$ cat src/rtl/key_note_tracker.sv
// Keyboard note tracker: latches the currently pressed key as an octave-relative
// note code and emits one-cycle note_on / note_off pulses on every note change.
module key_note_tracker #(
    parameter int N_OCT    = 5,
    parameter int N_KEYS   = 13,
    parameter int NOTE_W   = 8,
    parameter int OCT_INIT = 1
) (
    input  logic              clk,
    input  logic              rst,
    input  logic [3:0]        nota_entrada,
    input  logic              oct_up,
    input  logic              oct_dn,
    output logic [2:0]        nro_octava,
    output logic [NOTE_W-1:0] nota_final,
    output logic              note_on,
    output logic              note_off,
    output logic              active
);

    typedef enum logic {
        IDLE = 1'b0,
        HELD = 1'b1
    } state_t;

    localparam logic [2:0]        OCT_MIN    = 3'd1;
    localparam logic [2:0]        OCT_MAX    = 3'(N_OCT);
    localparam logic [2:0]        OCT_RESET  = 3'(OCT_INIT);
    localparam logic [3:0]        KEY_MAX    = 4'(N_KEYS);
    localparam logic [NOTE_W-1:0] KEYS_PER_O = NOTE_W'(N_KEYS);

    state_t            state;
    logic [3:0]        held_key;
    logic [3:0]        key;
    logic              key_valid;
    logic [NOTE_W-1:0] new_code;
    logic [2:0]        next_oct;

    // Codes above N_KEYS are folded to "no key" so the FSM only sees 0..N_KEYS.
    assign key_valid = (nota_entrada != 4'd0) && (nota_entrada <= KEY_MAX);
    assign key       = key_valid ? nota_entrada : 4'd0;

    // Uses the octave before any same-cycle oct_up/oct_dn takes effect.
    assign new_code = NOTE_W'(nro_octava - OCT_MIN) * KEYS_PER_O + NOTE_W'(key);

    always_comb begin
        next_oct = nro_octava;
        if (oct_up && !oct_dn && (nro_octava < OCT_MAX)) begin
            next_oct = nro_octava + 3'd1;
        end else if (oct_dn && !oct_up && (nro_octava > OCT_MIN)) begin
            next_oct = nro_octava - 3'd1;
        end
    end

    // NOTE: every output is a register updated with non-blocking assignments,
    // so there is no combinational path from any input to any output.
    always_ff @(posedge clk) begin
        if (rst) begin
            state      <= IDLE;
            held_key   <= 4'd0;
            nro_octava <= OCT_RESET;
            nota_final <= '0;
            note_on    <= 1'b0;
            note_off   <= 1'b0;
            active     <= 1'b0;
        end else begin
            note_on    <= 1'b0;
            note_off   <= 1'b0;
            nro_octava <= next_oct;
            case (state)
                IDLE: begin
                    if (key_valid) begin
                        state      <= HELD;
                        held_key   <= key;
                        nota_final <= new_code;
                        note_on    <= 1'b1;
                        active     <= 1'b1;
                    end
                end
                HELD: begin
                    if (!key_valid) begin
                        state      <= IDLE;
                        held_key   <= 4'd0;
                        nota_final <= '0;
                        note_off   <= 1'b1;
                        active     <= 1'b0;
                    end else if (key != held_key) begin
                        // Direct key change: end the old note and start the new one together.
                        held_key   <= key;
                        nota_final <= new_code;
                        note_on    <= 1'b1;
                        note_off   <= 1'b1;
                    end
                end
                default: begin
                    state <= IDLE;
                end
            endcase
        end
    end

endmodule

$ cat config.mk
export PLATFORM = sky130hd
export DESIGN_NAME = key_note_tracker
export DESIGN_NICKNAME = d
export VERILOG_FILES = /design/src/rtl/key_note_tracker.sv
export SDC_FILE = /design/constraint.sdc
export NUM_CORES = 1
export LEC_CHECK = 0
export CORE_ASPECT_RATIO = 2
export CORE_UTILIZATION = 30
export CTS_CLUSTER_DIAMETER = 200
export DETAILED_ROUTE_END_ITERATION = 8
export PLACE_DENSITY = 0.62
export SLEW_MARGIN = 15
export SYNTH_ARGS = -nofsm -noshare
export SYNTH_HDL_FRONTEND = slang
export SYNTH_SLANG_ARGS = --single-unit
$ cat constraint.sdc
create_clock -name clk -period 3 [get_ports clk]
set_input_delay 0.3 -clock clk [delete_from_list [all_inputs] [get_ports clk]]
set_output_delay 0.3 -clock clk [all_outputs]
set_load 0.05 [all_outputs]
==> After elaboration in Yosys (flattened, before gate mapping) <==
Cells that the tools add are included.
Widths: inputs -> output; s select.
{ "totals": {"reg_bits": 19, "inputBits": 8, "out_inout_bits": 14, "wordCells": 51} }
{ "classes": {"n_addsub": 4, "mul": 1, "magnitude_cmp": 3, "n_eq_ne": 4, "n_mux": 19, "n_bitwise": 1, "reduce_logical": 12} }
{ "op_table": {"columns": ["operator", "n"], "rows": [
  ["$mux 8", 3],
  ["$mux 4", 4],
  ["$pmux 8 s2", 1],
  ["$add 8x4->8", 1],
  ["$mul 4x5->8 const B", 1],
  ["$pmux 4 s2", 1],
  ["$mux 1", 6],
  ["$mux 3", 2],
  ["$logic_and 1x1->1", 5],
  ["$le 4x4->1 const B", 1],
  ["$ne 2x2->1 const B", 2],
  ["$ne 4x4->1", 1],
  ["$pmux 1 s2", 2],
  ["$reduce_and 2->1", 2],
  ["$reduce_bool 4->1", 1],
  ["$sub 3x1->4 const B", 1],
  ["$add 3x1->3 const B", 1],
  ["$gt 3x1->1 const B", 1],
  ["$lt 3x3->1 const B", 1],
  ["$ne 3x2->1 const B", 1],
  ["$sub 3x1->3 const B", 1],
  ["$logic_not 1->1", 2],
  ["$reduce_bool 2->1", 1],
  ["$reduce_or 2->1", 1],
  ["$not 1->1", 1]
]} }

==> Longest topological paths before layout <==
{ "logic_depth": {"depth_word": 7, "depth_mapped": 13, "mapped_depth_nobuf": 13} }

==> Worst setup path before layout <==
OpenSTA, ideal clock, no wires.
{ "synth_path": {"path_type": "register to register", "from": "reg nro_octava[0]", "to": "reg nota_final[6]", "setup_ps": 92, "arrival_time_ps": 3559, "required_time_ps": 2908, "path_slack_ps": -652, "path_stages_with_launch": 13, "path_buffers": 0, "period_less_slack_ps": 3652, "cell_sequence": "dfxtp_1 -> inv_1 -> ha_1 -> xor2_1 -> inv_1 -> fa_1 -> fa_1 -> inv_1 -> ha_1 -> a21o_1 -> a21oi_1 -> xor2_1 -> o32ai_1"} }
{ "synth_between": {"elab_chain_len": 6, "word_cells_on_any_way": 7, "classes_between": "add/sub (2); mul (1); mux (4)"} }
{ "synth_lines": {"columns": ["item", "line_no", "rtl"], "rows": [
  ["from (decl)", "14", "output logic [2:0] nro_octava,"],
  ["from (signal assigned)", "69", "nro_octava <= next_oct;"],
  ["$sub 3x1->4 (*)", "44", "assign new_code = NOTE_W'(nro_octava - OCT_MIN) * KEYS_PER_O + NOTE_W'(key);"],
  ["$mul 4x5->8 (*)", "44", null],
  ["$add 8x4->8 (*)", "44", null],
  ["$mux 8", "87", "end else if (key != held_key) begin"],
  ["$mux 8", "81", "if (!key_valid) begin"],
  ["$pmux 8 s2 (*)", "70", "case (state)"],
  ["to (signal assigned)", "75", "nota_final <= new_code;"],
  ["to (signal assigned)", "90", "nota_final <= new_code;"],
  ["to (decl)", "15", "output logic [NOTE_W-1:0] nota_final,"]
]} }
Mark *: on every way between the ends. The rest lies on a longest branch, timed or not. The select of a mux whose other input is x is not followed.
A chain may end at the register's enable or synchronous reset.

==> Worst setup path after layout <==
{ "layout_path": {"from": "reg nro_octava[1]", "to": "reg nota_final[6]"} }
The elaborated chain is that of the path after synthesis.

==> results.yml <==
outcome:
  status: "finished with violations"
  failing_checks: "negative setup slack"
floorplanning:
  die_y_um: 100
  top_level_ports: 22
  die_area_sq_mm: 0.00514
  floorplan.initialDensity: 0.313
  rows: 35
  floorplan.core_area_sq_mm: 0.00464
  floorplan.die.width_um: 51.2
placed_design:
  post-dp-hpwl_um: 2700
  port_buffers: 21
  pre_cts_slack_ns: -0.416
  post_dp_cell_area_sq_mm: 0.00188
  dp.cells: 255
  final_replace_weighted_congestion: 0.762
routing:
  drc: 0
  ant_nets: 0
  drt-vias-per-instance: 4.98
  routed_wl_um: 3400
  vias: 1299
  number_of_drc_markers_after_the_initial_detailed_route_iteration: 13
  drt_pass1_iterations: 4
  route.detailed.wl_per_inst_um: 13.0
synthesis:
  postSynth.topFlopCell: "sky130_fd_sc_hd__dfxtp_1"
  synth_top_area_frac: 0.262
  postSynthCellCount: 163
  synth.cell_area_sq_mm: 0.00145
  yosys_warnings: 0
  synth_enable_flop_cells: 0
  cell_type_with_the_highest_aggregate_area_in_the_netlist: "sky130_fd_sc_hd__dfxtp_1"
  async_flop_share: 0
  yosys.cell_types.count: 44
  synth_seq_area_share: 0.262
  synth.net_count: 192
  synthesis.area_per_instance_sq_um: 8.90
  synth_seq_cells: 19
  most_used_standard_cell_by_instance_count_after_synthesis: "sky130_fd_sc_hd__dfxtp_1"
  post_synth_main_area_contributors: "sky130_fd_sc_hd__dfxtp_1, sky130_fd_sc_hd__ha_1, sky130_fd_sc_hd__fa_1"
  netlist_top_cells_count: "sky130_fd_sc_hd__dfxtp_1, sky130_fd_sc_hd__inv_1, sky130_fd_sc_hd__ha_1, sky130_fd_sc_hd__nand2_1"
timing:
  clock.fmax_ghz: 0.323
  period_minus_slack_ns: 3.10
  finalWorstSetupSlack_ns: -0.0992
  timing_worst_slew_pin_value_ns: 0.495
  finClkSkew_ns: 0.00365
  final-max-slew-violation-count: 0
  hold_slack_ns: 0.471
  setup_viol: 4
  timing.final.hold_violations: 0
  worst_slew_slack_as_a_fraction_of_its_limit: 0.669
  rsz0062_at_grt: "true"
  final.period_utilization: 1.03
setup_path:
  critPathKind: "reg -> reg"
  setup.worst_path.start_class: "register"
  crit_fanout: 3
  worstPathRequired_ns: 3.17
  crit_path_end_kind: "register"
  path_buf_inv: 3
  reg2regPathDepth: 12
  worstPathCellList: "or3_4 -> inv_4 -> fa_1 -> ha_1 -> fa_1 -> inv_1 -> fa_2 -> inv_1 -> a21o_1 -> a21oi_2 -> xor2_1 -> o32ai_1"
  worst-r2r-setup-slack_ns: -0.1
  worstPathArrival_ns: 3.27
  cp_slowest_stage_delay_ns: 0.53
  path_delay_family: "adder cells"
  regToRegStartpoint: "nro_octava[1]"
  critical_path.reg2reg.endpoint: "nota_final[6]"
  cp_slowest_cell: "sky130_fd_sc_hd__fa_1"
pwr:
  max-vdd-ir-drop_uv: 362
  cellPowerDensity_mw_per_mm2: 495
  totalPowerFinal_mw: 0.978
  power_leakage_nw: 0.901
clock_network:
  clkLatencyLatePin_ns: 0.26
  cts.htree.levels: 1
  maximum_buffer_depth_of_the_clock_tree: 2
  tritoncts: "built"
  clkSlewWorstSetupHoldPaths_ns: 0.08
  number_of_cts_inserted_buffers: 3
  clkSinkCount: 19
  hold_buffers: 0
  ctsRootBufferMaster: "sky130_fd_sc_hd__clkbuf_8"
global_routing:
  grt_start_max_net_pins: 20
  number_of_antenna_violations_at_the_first_check_in_global_routing: 0
  grt_overflow_total: 0
  via_count_of_the_first_global_routing_pass: 1339
  grt_pass1_wl_um: 5850
  track_usage: 0.148
run:
  max-cap-violations: 0
finish:
  design.final.nets: 236
  final_cell_area_sq_mm: 0.00198
  stdcell_count: 261
  syn_to_final_growth_pct: 36.3
  layout-drive-gt1-share: 0.228
  insertedDiodeCount: 0
hold_path:
  worstHoldEndpoint: "nota_final[3]"
  holdPathStages: 2
  hold_class: "reg -> reg"
  min_from: "nota_final[3]"
sequential cells by signal, summed over array words and instances (netlist names):
name and cells:
note_off 1, state 1, nota_final 8, nro_octava 3, note_on 1, active 1
held_key 4
worst max-delay path by stage:
stage                          from             to  slack [ns]  cells after the start
finish                nro_octava[1]  nota_final[6]        -0.1                     12
global placement    nota_entrada[3]  nota_final[6]       -0.33                     12
floorplan             nro_octava[1]  nota_final[6]       -0.07                     12
global route          nro_octava[1]  nota_final[7]       -0.22                     11
detailed placement  nota_entrada[3]  nota_final[6]       -0.42                     12
CTS                   nro_octava[1]  nota_final[6]       -0.10                     12
logic make-up (layout without fill, tap and decap cells):
kind of cell / count (synthesis) / in the layout / synth area share
compound gates: 41 / 41 / 0.200
flops: 19 / 19 / 0.262
buf+inv: 22 / 65 / 0.0647
simple gates: 49 / 49 / 0.197
fa+ha+maj: 21 / 21 / 0.207
mux: 4 / 4 / 0.0276
xor+xnor: 7 / 7 / 0.0422
routing by layer:
layer,track usage,vias up,wire length [um]
li1,-,660,-
met1,0.143,612,1300
met2,0.309,20,1980
met3,0.00909,7,54
met4,0.0470,0,72
met5,0,-,0
worst register-to-register path, stage by stage (launching register included):
cell and delay (ns):
sky130_fd_sc_hd__dfxtp_4 0.35, sky130_fd_sc_hd__or3_4 0.40, sky130_fd_sc_hd__inv_4 0.07, sky130_fd_sc_hd__fa_1 0.39, sky130_fd_sc_hd__ha_1 0.30, sky130_fd_sc_hd__fa_1 0.53, sky130_fd_sc_hd__inv_1 0.07, sky130_fd_sc_hd__fa_2 0.34
sky130_fd_sc_hd__inv_1 0.06, sky130_fd_sc_hd__a21o_1 0.11, sky130_fd_sc_hd__a21oi_2 0.05, sky130_fd_sc_hd__xor2_1 0.14, sky130_fd_sc_hd__o32ai_1 0.20
repair_timing:
action,4_1_cts,5_1_grt
setup endpoints to repair,4,5
gates resized for setup,4,3
buffers inserted,2,0
hold endpoints to repair,0,0
pin swaps,2,0
final cells by class:
class	instances	area (sq um)
fillers	496	2660
inverters	18	70.1
repair buffers	43	379
clock inverters	1	5.00
flip-flops and latches	19	389
multi-input cells	122	1020
well taps	55	68.8
clock buffers	3	41.3
placed cells by master, fill, tap and decap left out, types with 2 or more instances in the layout:
cell type and instances:
sky130_fd_sc_hd__o21ai_0 4, sky130_fd_sc_hd__nand3_1 9, sky130_fd_sc_hd__a21oi_2 3, sky130_fd_sc_hd__clkdlybuf4s50_1 21, sky130_fd_sc_hd__a21boi_0 2, sky130_fd_sc_hd__nor2_1 5, sky130_fd_sc_hd__mux2i_1 4, sky130_fd_sc_hd__inv_1 16
sky130_fd_sc_hd__ha_1 15, sky130_fd_sc_hd__dfxtp_4 2, sky130_fd_sc_hd__o32ai_1 3, sky130_fd_sc_hd__or2b_2 3, sky130_fd_sc_hd__fa_1 4, sky130_fd_sc_hd__clkbuf_8 3, sky130_fd_sc_hd__buf_4 21, sky130_fd_sc_hd__dfxtp_1 16
sky130_fd_sc_hd__a21oi_1 7, sky130_fd_sc_hd__xnor2_1 3, sky130_fd_sc_hd__xor2_1 2, sky130_fd_sc_hd__nand2_1 13, sky130_fd_sc_hd__nand2b_1 6, sky130_fd_sc_hd__a211oi_1 2, sky130_fd_sc_hd__o21ai_1 5, sky130_fd_sc_hd__o221ai_1 3
sky130_fd_sc_hd__a21o_1 3, sky130_fd_sc_hd__nor2b_1 2
per-stage QoR:
stage          setup TNS, ns   util
2_1_floorplan        -0.0816      -
3_3_place_gp           -1.33  0.406
3_5_place_dp           -1.74  0.406
4_1_cts               -0.284  0.423
5_1_grt               -0.786  0.426
6_report              -0.251  0.426
where the power goes:
part | switching, mW | internal (mW) | leakage, nW
Clock | 0.0923 | 0.0924 | 0.0255
Sequential | 0.0203 | 0.284 | 0.158
Combinational | 0.275 | 0.214 | 0.717
Power figures use the tool's default switching activity.
